[config.mk]
export PLATFORM = sky130hd
export DESIGN_NAME = dw_reg_array
export DESIGN_NICKNAME = d
export VERILOG_FILES = /design/src/rtl/dw_reg_array.sv
export SDC_FILE = /design/constraint.sdc
export NUM_CORES = 1
export LEC_CHECK = 0
export ABC_AREA = 1
export ABC_CLOCK_PERIOD_IN_PS = 2950
export CAP_MARGIN = 25
export CORE_MARGIN = 2
export CORE_UTILIZATION = 50
export DETAILED_ROUTE_END_ITERATION = 10
export PLACE_DENSITY = 0.81
export SYNTH_ARGS = -nofsm -noshare
export SYNTH_HDL_FRONTEND = slang
export SYNTH_SLANG_ARGS = --single-unit
[constraint.sdc]
create_clock -name clk -period 2.95 [get_ports clk]
set_input_delay 0.4425 -clock clk [delete_from_list [all_inputs] [get_ports clk]]
set_output_delay 0.4425 -clock clk [all_outputs]
set_load 0.005 [all_outputs]
[src/rtl/dw_reg_array.sv]
// Pixel window between the buffer-interface controller and the depthwise PE:
// a POY x KSIZE register array fed from the input buffer, from rotation within
// a row, or from per-row reuse FIFOs that carry pixels down to the next output row.

// Reuse FIFO: holds pixels rotated out of row r+1 for later reuse by row r.
// Latency: a word pushed on one edge can be popped on the next; the popped word sits in o_q from then on.
// Backpressure: none; a push into a full FIFO or a pop from an empty one is dropped and reported as a one-cycle event.
module dw_reuse_fifo #(
  parameter int DW     = 8,
  parameter int FDEPTH = 16
) (
  input  logic          clk,
  input  logic          rst,
  input  logic          i_push,
  input  logic [DW-1:0] i_push_dat,
  input  logic          i_pop,
  output logic [DW-1:0] o_q,
  output logic          o_ovf_evt,
  output logic          o_udf_evt
);
  localparam int AW = $clog2(FDEPTH);
  localparam logic [AW-1:0] PTR_ONE  = {{(AW-1){1'b0}}, 1'b1};
  localparam logic [AW:0]   CNT_ONE  = {{AW{1'b0}}, 1'b1};
  localparam logic [AW:0]   CNT_FULL = (AW+1)'(FDEPTH);

  logic [DW-1:0] r_mem [FDEPTH];
  logic [AW-1:0] r_wr_ptr;
  logic [AW-1:0] r_rd_ptr;
  logic [AW:0]   r_count;
  logic [DW-1:0] r_q;
  logic          w_full;
  logic          w_empty;
  logic          w_do_pop;
  logic          w_do_push;

  assign w_full    = (r_count == CNT_FULL);
  assign w_empty   = (r_count == '0);
  assign w_do_pop  = i_pop && !w_empty;
  // A pop on the same edge frees the slot, so a push into a full FIFO still lands.
  assign w_do_push = i_push && (!w_full || w_do_pop);
  assign o_ovf_evt = i_push && w_full && !w_do_pop;
  assign o_udf_evt = i_pop && w_empty;
  assign o_q       = r_q;

  // Storage write; contents are meaningless until pushed, so no reset.
  always_ff @(posedge clk) begin
    if (w_do_push) r_mem[r_wr_ptr] <= i_push_dat;
  end

  // Pointer, occupancy and output-word bookkeeping.
  always_ff @(posedge clk) begin
    if (rst) begin
      r_wr_ptr <= '0;
      r_rd_ptr <= '0;
      r_count  <= '0;
      r_q      <= '0;
    end else begin
      if (w_do_push) r_wr_ptr <= r_wr_ptr + PTR_ONE;
      if (w_do_pop) begin
        r_rd_ptr <= r_rd_ptr + PTR_ONE;
        r_q      <= r_mem[r_rd_ptr];
      end
      case ({w_do_push, w_do_pop})
        2'b10:   r_count <= r_count + CNT_ONE;
        2'b01:   r_count <= r_count - CNT_ONE;
        default: r_count <= r_count;
      endcase
    end
  end
endmodule

// Depthwise window register array with per-row shift commands and reuse FIFOs.
// Latency: commands show on win_pix one edge after sampling; win_vld is dwpe_ena delayed one cycle.
// Backpressure: none; the controller owns sequencing, FIFO misuse sets sticky fifo_ovf / fifo_udf.
module dw_reg_array #(
  parameter int POY    = 3,
  parameter int KSIZE  = 3,
  parameter int DW     = 8,
  parameter int FDEPTH = 16
) (
  input  logic                      clk,
  input  logic                      rst,
  input  logic [2*POY-1:0]          reg_array_cmd,
  input  logic [POY*DW-1:0]         buf_pix,
  input  logic                      fifo_read,
  input  logic                      dwpe_ena,
  output logic [POY*KSIZE*DW-1:0]   win_pix,
  output logic                      win_vld,
  output logic                      fifo_ovf,
  output logic                      fifo_udf
);
  localparam logic [1:0] CMD_IB = 2'b00;
  localparam logic [1:0] CMD_SF = 2'b01;
  localparam logic [1:0] CMD_IF = 2'b10;

  logic [DW-1:0]  r_pix [POY][KSIZE];
  logic [DW-1:0]  w_fifo_q [POY];
  logic [DW-1:0]  w_shin [POY];
  logic [POY-1:0] w_shen;
  logic [POY-2:0] w_push;
  logic [POY-2:0] w_ovf_evt;
  logic [POY-2:0] w_udf_evt;
  logic           r_win_vld;
  logic           r_fifo_ovf;
  logic           r_fifo_udf;

  // The bottom row has no reuse FIFO; its IF command degrades to a hold.
  assign w_fifo_q[POY-1] = '0;

  genvar gr, gk;
  generate
    for (gr = 0; gr < POY-1; gr++) begin : g_fifo
      // Row r+1 rotating pushes its outgoing (pre-update) last pixel for row r.
      assign w_push[gr] = !rst && (reg_array_cmd[2*(gr+1) +: 2] == CMD_SF);

      dw_reuse_fifo #(
        .DW     (DW),
        .FDEPTH (FDEPTH)
      ) u_fifo (
        .clk        (clk),
        .rst        (rst),
        .i_push     (w_push[gr]),
        .i_push_dat (r_pix[gr+1][KSIZE-1]),
        .i_pop      (fifo_read && !rst),
        .o_q        (w_fifo_q[gr]),
        .o_ovf_evt  (w_ovf_evt[gr]),
        .o_udf_evt  (w_udf_evt[gr])
      );
    end

    for (gr = 0; gr < POY; gr++) begin : g_win_row
      for (gk = 0; gk < KSIZE; gk++) begin : g_win_col
        assign win_pix[DW*(gr*KSIZE+gk) +: DW] = r_pix[gr][gk];
      end
    end
  endgenerate

  // Decode each row command into a shift enable and the pixel entering column 0.
  always_comb begin
    for (int r = 0; r < POY; r++) begin
      w_shen[r] = 1'b0;
      w_shin[r] = '0;
      case (reg_array_cmd[2*r +: 2])
        CMD_IB: begin
          w_shen[r] = 1'b1;
          w_shin[r] = buf_pix[DW*r +: DW];
        end
        CMD_SF: begin
          w_shen[r] = 1'b1;
          w_shin[r] = r_pix[r][KSIZE-1];
        end
        CMD_IF: begin
          if (r < POY-1) begin
            w_shen[r] = 1'b1;
            w_shin[r] = w_fifo_q[r];
          end
        end
        default: ;
      endcase
    end
  end

  // Shift each enabled row one column towards KSIZE-1.
  always_ff @(posedge clk) begin
    if (rst) begin
      for (int r = 0; r < POY; r++)
        for (int k = 0; k < KSIZE; k++)
          r_pix[r][k] <= '0;
    end else begin
      for (int r = 0; r < POY; r++) begin
        if (w_shen[r]) begin
          r_pix[r][0] <= w_shin[r];
          for (int k = 1; k < KSIZE; k++)
            r_pix[r][k] <= r_pix[r][k-1];
        end
      end
    end
  end

  // Window valid tracks the consume enable; error flags stick until reset.
  always_ff @(posedge clk) begin
    if (rst) begin
      r_win_vld  <= 1'b0;
      r_fifo_ovf <= 1'b0;
      r_fifo_udf <= 1'b0;
    end else begin
      r_win_vld <= dwpe_ena;
      if (|w_ovf_evt) r_fifo_ovf <= 1'b1;
      if (|w_udf_evt) r_fifo_udf <= 1'b1;
    end
  end

  assign win_vld  = r_win_vld;
  assign fifo_ovf = r_fifo_ovf;
  assign fifo_udf = r_fifo_udf;
endmodule

== Word-level counts from Yosys, hierarchy flattened ==
Memory sizes are Yosys's and may differ from the RTL's. A register that Yosys moved wholly into a read port is not among the register bits.
Index checks and enable logic that the tools add are counted.
Cells by class
  $add $sub $neg: 8
  multipliers: 0
  div/mod/pow operators: 0
  magnitude comparators: 0
  equality and inequality tests: 11
  shifts and indexed selects: 0
  mux-type cells: 32
  bitwise logic cells: 9
  reductions and logical operators: 34
Operators with widths (count)
  two-way mux 8 bit: 9
  one-hot mux 8 bit (3 select lines): 2
  one-hot mux 5 bit (2 select lines): 2
  two-way mux 1 bit: 18
  adder 4 x 1 -> 4 bit, second input constant: 4
  one-hot mux 8 bit (2 select lines): 1
  logical AND 1 bit: 13
  adder 5 x 1 -> 5 bit, second input constant: 2
  == test 2 x 1 -> 1 bit, second input constant: 5
  == test 5 bit, second input constant: 2
  zero test 5 bit: 2
  subtractor 5 x 1 -> 5 bit, second input constant: 2
  bitwise OR 1 bit: 9
  == test 2 bit, second input constant: 4
  zero test 1 bit: 7
  zero test 2 bit: 3
  OR reduction 2 bit: 3
  OR reduction 3 bit: 2
  nonzero test 2 bit: 2
  logical OR 1 bit: 2
Word-level totals
  flip-flop bits (word level): 29
  latch bits: 0
  bits in writable memories: 328
  ROM bits: 0
  logic and storage cells: 106
  memories kept: 3
Memories
  g_fifo[0].u_fifo.r_mem: words 16, width 8, read ports 1, clocked after Yosys merged registers in 1, write ports 1, RTL line 26  | logic [DW-1:0] r_mem [FDEPTH];
  g_fifo[1].u_fifo.r_mem: words 16, width 8, read ports 1, clocked after Yosys merged registers in 1, write ports 1, RTL line 26
  r_pix: words 3, width 24, read ports 3, clocked after Yosys merged registers in 0, write ports 3, RTL line 96  | logic [DW-1:0] r_pix [POY][KSIZE];

== Longest topological paths before layout ==
Gate-level depths: netlist of run 1.
  depth in word-level cells: 7
  depth in mapped cells: 15
  depth with buffers taken out: 15

== By module ==
From an unflattened synthesis of run 1, not the netlist that was laid out.
Unflattened totals
  cells, all modules: 1381
  area, all modules: 15640.0 um2
Modules (own cells, without submodules)
  dw_reuse_fifo: times used 2, cells an instance 526, area each 6149.6 um2, seq. area each 4264.1 um2
  dw_reg_array: times used 1, cells an instance 329, area each 3340.7 um2, seq. area each 2222.1 um2

== Least setup slack after synthesis of run 1 ==
Ideal clock, no wire load.
  kind: input port to flip-flop
  from: input fifo_read
  to: memory g_fifo[0].u_fifo.r_mem[3][0], enable pin
  setup time: 0.370 ns
  arrival: 1.597 ns
  data required time: 2.580 ns
  setup slack: 0.983 ns
  stages: 8
  path buffers: 0
  cells stage by stage: inv_1 nor2_8 nand2_4 nand4_1 nand2_1 nor2_1 inv_1 nor2_1
On the way
  cells in the longest elaborated chain, start to end: 6
RTL lines
  start, declared: RTL line 85  | input logic fifo_read,
  logical AND 1 bit: RTL line 124  | .i_pop (fifo_read && !rst),
  logical AND 1 bit: RTL line 38  | assign w_do_pop = i_pop && !w_empty;
  logical OR 1 bit: RTL line 40  | assign w_do_push = i_push && (!w_full || w_do_pop);
  logical AND 1 bit: RTL line 40
  two-way mux 1 bit: RTL line 47  | if (w_do_push) r_mem[r_wr_ptr] <= i_push_dat;
  two-way mux 1 bit (not written as such): RTL line 47
  end, declared: RTL line 26
Every way passes these cells.

== Worst setup path after layout of run 1 ==
  from: register g_fifo[0].u_fifo.r_count[1]
  to: memory g_fifo[0].u_fifo.r_mem[14][3], enable pin
On the way
  cells in the longest elaborated chain, start to end: 7
  elaborated cells on any way between the ends: 9
RTL lines
  start, declared: RTL line 29  | logic [AW:0] r_count;
  start signal, assigned: RTL line 64  | 2'b10: r_count <= r_count + CNT_ONE;
  start signal, assigned: RTL line 65  | 2'b01: r_count <= r_count - CNT_ONE;
  start signal, assigned: RTL line 66  | default: r_count <= r_count;
  zero test 5 bit: RTL line 37  | assign w_empty = (r_count == '0);
  zero test 1 bit: RTL line 38
  logical AND 1 bit: RTL line 38
  logical OR 1 bit *: RTL line 40
  logical AND 1 bit *: RTL line 40
  two-way mux 1 bit *: RTL line 47
  two-way mux 1 bit (not written as such) *: RTL line 47
Every way passes the cells marked *; elsewhere a longest branch is shown, timed or not.

==> results of run 1 <==
==> state kept, by name, summed over array words and instances (netlist names) <==
name,cells
win_vld,1
fifo_ovf,1
g_fifo.u_fifo.r_wr_ptr,8
fifo_udf,1
r_pix,72
g_fifo.u_fifo.o_q,16
g_fifo.u_fifo.r_mem,256
g_fifo.u_fifo.r_count,10
g_fifo.u_fifo.r_rd_ptr,8
==> worst max-delay path: stages, from the launching register on <==
cell and delay (ps):
dfxtp_1 340, nor2_1 220, nand3_2 200, nand2_4 160, nand4_1 150, nand2_1 230
inv_1 120, nand2_1 240, nor2_1 80, buf_4 180
==> area by class of cell <==
cell class              instances  area (µm²)  share of cell area
multi-input cells             796        3880               0.212
inverters                     137         514              0.0281
clock inverters                13        65.1             0.00355
repair buffers                173        1580              0.0863
well taps                     396         495              0.0270
clock buffers                  52        1040              0.0569
flip-flops and latches        373       10800               0.587
==> cell families after synthesis <==
family          count (synthesis)  share of synthesized area
flops                         373                      0.696
simple gates                  496                      0.132
xor+xnor                        2                    0.00113
buf+inv                       198                     0.0526
compound gates                284                      0.107
fa+ha+maj                      14                     0.0113
==> layer usage <==
layer  part of all wire  routed length [µm]
met1               0.38               14500
met2               0.50               19000
met3              0.083                3170
met4              0.038                1450
met5                  0                   0
==> cell usage in the layout, fill, tap and decap left out, types with 9 or more instances in the layout <==
master           instances
nand4_1                 12
o22ai_1                 32
dfxtp_1                 43
ha_1                    14
edfxtp_1               328
nand2_1                164
nor2_1                 249
clkbuf_16               37
clkdlybuf4s50_1        108
o211ai_1                20
o21ai_0                157
buf_4                   64
a21oi_1                 30
nand3_1                 52
clkinv_1                 9
inv_1                  130
o221ai_1                26
clkbuf_1                 9
==> worst paths after layout <==
check | to | slack [ps]
min | g_fifo[0].u_fifo.o_q[7]$_SDFFE_PP0P_ | 470
max reg2reg | g_fifo[0].u_fifo.r_mem[14][3]$_DFFE_PP_ | 790
min reg2reg | g_fifo[0].u_fifo.o_q[7]$_SDFFE_PP0P_ | 470
max | g_fifo[0].u_fifo.r_mem[14][3]$_DFFE_PP_ | 790
==> per-stage QoR <==
step                      hold slack (ps)  setup slack, ps  instance area [µm²]
after floorplan                       444              983                15400
after global placement                460              393                17200
after detailed placement              463              338                17200
after CTS                             473              808                18300
after global routing                  486              674                18300
final                                 472              785                18300
==> power breakdown <==
group          total [mW]  switching, mW  internal, mW
clock                4.35           1.89          2.46
combinational        1.25          0.806         0.443
sequential           5.99         0.0912          5.90
total                11.6           2.79          8.80
==> results.toml, run 1 <==
[run_status]
run_status = "finished clean"

[logic_synthesis]
syn_area_um2 = 15400
ys.warnings.count = 0
synth_ff_type = "edfxtp_1"
ys_seq_area_frac = 0.696
synthTopCellsByArea = "edfxtp_1 64%, nor2_1 6.1%, dfxtp_1 5.8%"
syn_area_per_cell_um2 = 11.3
synth_seq_cells = 373
synth_top_area_frac = 0.638
synth_most_common_cell = "edfxtp_1"
synthTopCellsByCount = "328 x edfxtp_1, 249 x nor2_1, 164 x nand2_1"
synth_fp_nets = 1415
synth_edf_count = 328
synthesis.instances = 1367
ys_async_sr_fraction = 0
yosysTopAreaCell = "edfxtp_1"
synth_cell_types = 34

[global_routing]
grt_use_met1 = 0.299
grt_pass1_wl_um = 59400
met3_usage = 0.0318
antenna_found_initial = 0
grt_pass1_vias = 11000
grt_usage = 0.233
globalRoute.busiestLayer = "met2"
use_met2 = 0.403
grt_start_max_net_pins = 67
grt_overflow_total = 0

[detailed_routing]
wl_per_cell_um = 19.6
detail-route-antenna-nets = 0
drtPass1Iterations = 6
wl_um = 38100
drt_iter0_drc = 1395
drc = 0
vias_per_cell = 5.66
route.vias.total = 11000

[clocking]
cts_tree = "done"
cts_resized = 0
cts_sinks = 373
postCtsHoldBufs = 0
cts_buffer_depth = 3
clock_latency_ps = 520
cts_made_buffers = 37
clock-root-buffer = "clkbuf_16"
h-tree-depth = 2
clk_pin_slew_ps = 60
postCtsSetupBuffers = 0

[setup_path]
startpoint = "g_fifo[0].u_fifo.r_count[1]$_SDFFE_PP0P_"
crit_fanout = 8
crit_type = "flip-flop to flip-flop"
end_kind = "flip-flop"
r2r-start = "g_fifo[0].u_fifo.r_count[1]$_SDFFE_PP0P_"
startpoint_type = "flip-flop"
critical_path_required_ps = 3220
worst-r2r-cell-count = 9
critPathArrivalTime_ps = 2440

[final_layout]
fillers = 2292
layout-drive-gt1-share = 0.0920
final_util = 0.601
stdcell_count = 1940
nets = 1566
syn_to_final_growth_pct = 18.7
antenna_cells = 0

[sta]
final-hold-violation-count = 0
setup_viol = 0
period_needed_ps = 2160
finalCritPeriodShare = 0.734
fin_skew_ps = 11.7
rsz0062_at_grt = "false"
final-max-slew-violation-count = 0
worst_slew_pin_slew_ps = 833
clock.fmax_mhz = 462
slew_headroom = 0.444
setup_tns_ps = 0

[die]
io_pins = 109
start_util = 0.506
fp.dieArea_um2 = 32300
core-area_um2 = 30500
rows = 64
die_x_um = 180
fp.dieH_um = 180

[place]
port_buffers = 108
hpwl_um = 25400
gp_congestion = 0.907
placed_cells = 1875

[pwr]
power_mw = 11.6
irDropWorstVdd_mv = 0.428
static-leakage-power_nw = 6.80
powerDensity_nw_per_um2 = 632

[min_path]
worst_hold_path.num_cells = 2
worstHoldStart = "g_fifo[0].u_fifo.o_q[7]$_SDFFE_PP0P_"
hold_class = "flip-flop to flip-flop"

[job]
maxCapViolCount = 0
Note: power is estimated with default switching activity, not from simulation.
==> run 2, diff against run 1 <==
- ABC_CLOCK_PERIOD_IN_PS: 2950 -> 2070
- clock period: 2.95 -> 2.07 ns (I/O delays scaled with it)
==> results.toml, run 2 (synthesized netlist as in run 1, its figures left out) <==
[detailed_routing]
wl_per_cell_um = 19.5
detail-route-antenna-nets = 0
vias_per_cell = 5.69
drtPass1Iterations = 6
route.vias.total = 11300
drt_iter0_drc = 1371
wl_um = 38500
drc = 0

[pwr]
irDropWorstVdd_mv = 1.15
powerDensity_nw_per_um2 = 898
static-leakage-power_nw = 7.01

[run_status]
run_status = "finished clean"

[job]
maxCapViolCount = 0

[clocking]
cts_tree = "done"
clk_pin_slew_ps = 60
cts_buffer_depth = 3
clock_latency_ps = 510
postCtsHoldBufs = 0
cts_sinks = 373
cts_resized = 0
h-tree-depth = 2
cts_made_buffers = 37
clock-root-buffer = "clkbuf_16"

[global_routing]
grt_pass1_wl_um = 60100
antenna_found_initial = 0
grt_overflow_total = 0
grt_pass1_vias = 11000
grt_usage = 0.233
grt_start_max_net_pins = 67

[sta]
hold-worst-slack_ps = 314
fin_skew_ps = 8.51
setup_tns_ps = 0
final-max-slew-violation-count = 0
period_needed_ps = 1940
worst_slew_pin_slew_ps = 608
slew_headroom = 0.594
final-hold-violation-count = 0
setup_viol = 0
rsz0062_at_grt = "false"
clock.fmax_mhz = 514
finalCritPeriodShare = 0.939

[min_path]
worst_hold_path.num_cells = 3
worstHoldStart = "dwpe_ena"
hold_path_end = "win_vld$_SDFF_PP0_"
hold_class = "input pin to flip-flop"

[final_layout]
antenna_cells = 0
nets = 1602
final_cell_mix = "328 x edfxtp_1, 249 x nor2_1, 164 x nand2_1"
final_util = 0.613
largest_register_ffs = 256
mostFrequentLayoutCell = "edfxtp_1"
regMostFlops = "g_fifo.u_fifo.r_mem"
syn_to_final_growth_pct = 21.1
fillers = 2253
layout-drive-gt1-share = 0.113

[setup_path]
crit_type = "flip-flop to flip-flop"
critical_path_required_ps = 2470
slowest_stage = "dfxtp_1"
ff2ff_setup_slack_ps = 130
cp_cell_sequence = "nor2_2 -> nand3_2 -> nand3_2 -> inv_1 -> ha_1 -> or2_2 -> nand3_1 -> nand3_1 -> nand2_1 -> nor2_1"
max_stage_delay_ps = 360
critPathArrivalTime_ps = 2350
r2r-start = "g_fifo[1].u_fifo.r_count[0]$_SDFFE_PP0P_"
startpoint_type = "flip-flop"
crit_fanout = 5
worst-r2r-cell-count = 10
end_kind = "flip-flop"
reg2reg_to = "g_fifo[1].u_fifo.r_count[4]$_SDFFE_PP0P_"

[die]
io_pins = 109
fp.dieH_um = 180
start_util = 0.506
fp.dieArea_um2 = 32300
core-area_um2 = 30500
rows = 64
die_x_um = 180

[place]
gp_congestion = 0.947
port_buffers = 108
hpwl_um = 25800
[run 2: cell count changes in the layout (fill, tap and decap cells not counted)]
cell       before  now
bufinv_16       0    1
clkinv_2        5    6
clkinv_1        9    7
clkinv_4        2    0
buf_4          64   94
buf_12          1    7
clkbuf_1        9   11
[run 2: repair_timing]
| action | in CTS | in global routing |
|---|---|---|
| setup buffers | 0 | 1 |
| setup endpoints to repair | 0 | 1 |
| hold endpoints to repair | 0 | 0 |
[run 2: worst max-delay path, delay by kind of cell, from the launching register on]
kind                       cells  cell delay, ps
and+or+nand+nor                8            1110
adders and majority gates      1             300
DFF                            1             360
buffers and inverters          1              80
[run 2: stage by stage]
| step | std cells | power, mW | instance area [µm²] | worst slack, ps |
|---|---|---|---|---|
| floorplan | 1367 | 9.71 | 15400 | 222 |
| global placement | 1910 | 10.5 | 17600 | -225 |
| detailed placement | 1910 | 10.5 | 17600 | -287 |
| CTS | 1975 | 16.8 | 18700 | 153 |
| global route | 1976 | 17.3 | 18700 | 33.4 |
| finish | 1976 | 16.8 | 18700 | 125 |
[run 2: how the worst max path moves through the flow]
stage	start	end	slack, ps
final	g_fifo[1].u_fifo.r_count[0]$_SDFFE_PP0P_	g_fifo[1].u_fifo.r_count[4]$_SDFFE_PP0P_	130
after global routing	g_fifo[0].u_fifo.r_count[2]$_SDFFE_PP0P_	g_fifo[0].u_fifo.r_count[4]$_SDFFE_PP0P_	30
after detailed placement	rst	g_fifo[1].u_fifo.r_mem[0][3]$_DFFE_PP_	-290
after CTS	r_pix[0][26]$_SDFFCE_PN0P_	win_pix[42]	150
after floorplan	g_fifo[0].u_fifo.r_count[0]$_SDFFE_PP0P_	g_fifo[0].u_fifo.r_mem[3][0]$_DFFE_PP_	220
after global placement	rst	g_fifo[1].u_fifo.r_mem[12][6]$_DFFE_PP_	-230
[run 2: power breakdown]
| part | total, mW | internal (mW) | switching [mW] |
|---|---|---|---|
| Sequential | 8.53 | 8.41 | 0.129 |
| Combinational | 1.91 | 0.725 | 1.18 |
| Clock | 6.34 | 3.63 | 2.71 |
| Total | 16.8 | 12.8 | 4.02 |
[run 2: layout make-up]
cell class                      instances  area (µm²)  share of cell area
Timing Repair Buffer                  209        1930               0.103
Multi-Input combinational cell        796        3880               0.207
Inverter                              137         514              0.0275
Clock buffer                           54        1050              0.0562
Sequential cell                       373       10800               0.575
Clock inverter                         11        75.1             0.00402
Tap cell                              396         495              0.0265
[run 2: metal layers]
metal	track usage	wire [µm]	vias up
met1	0.301	14700	5386
li1	-	-	5159
met3	0.0387	3380	90
met4	0.0865	1440	0
met2	0.400	19000	615
met5	0	0	-
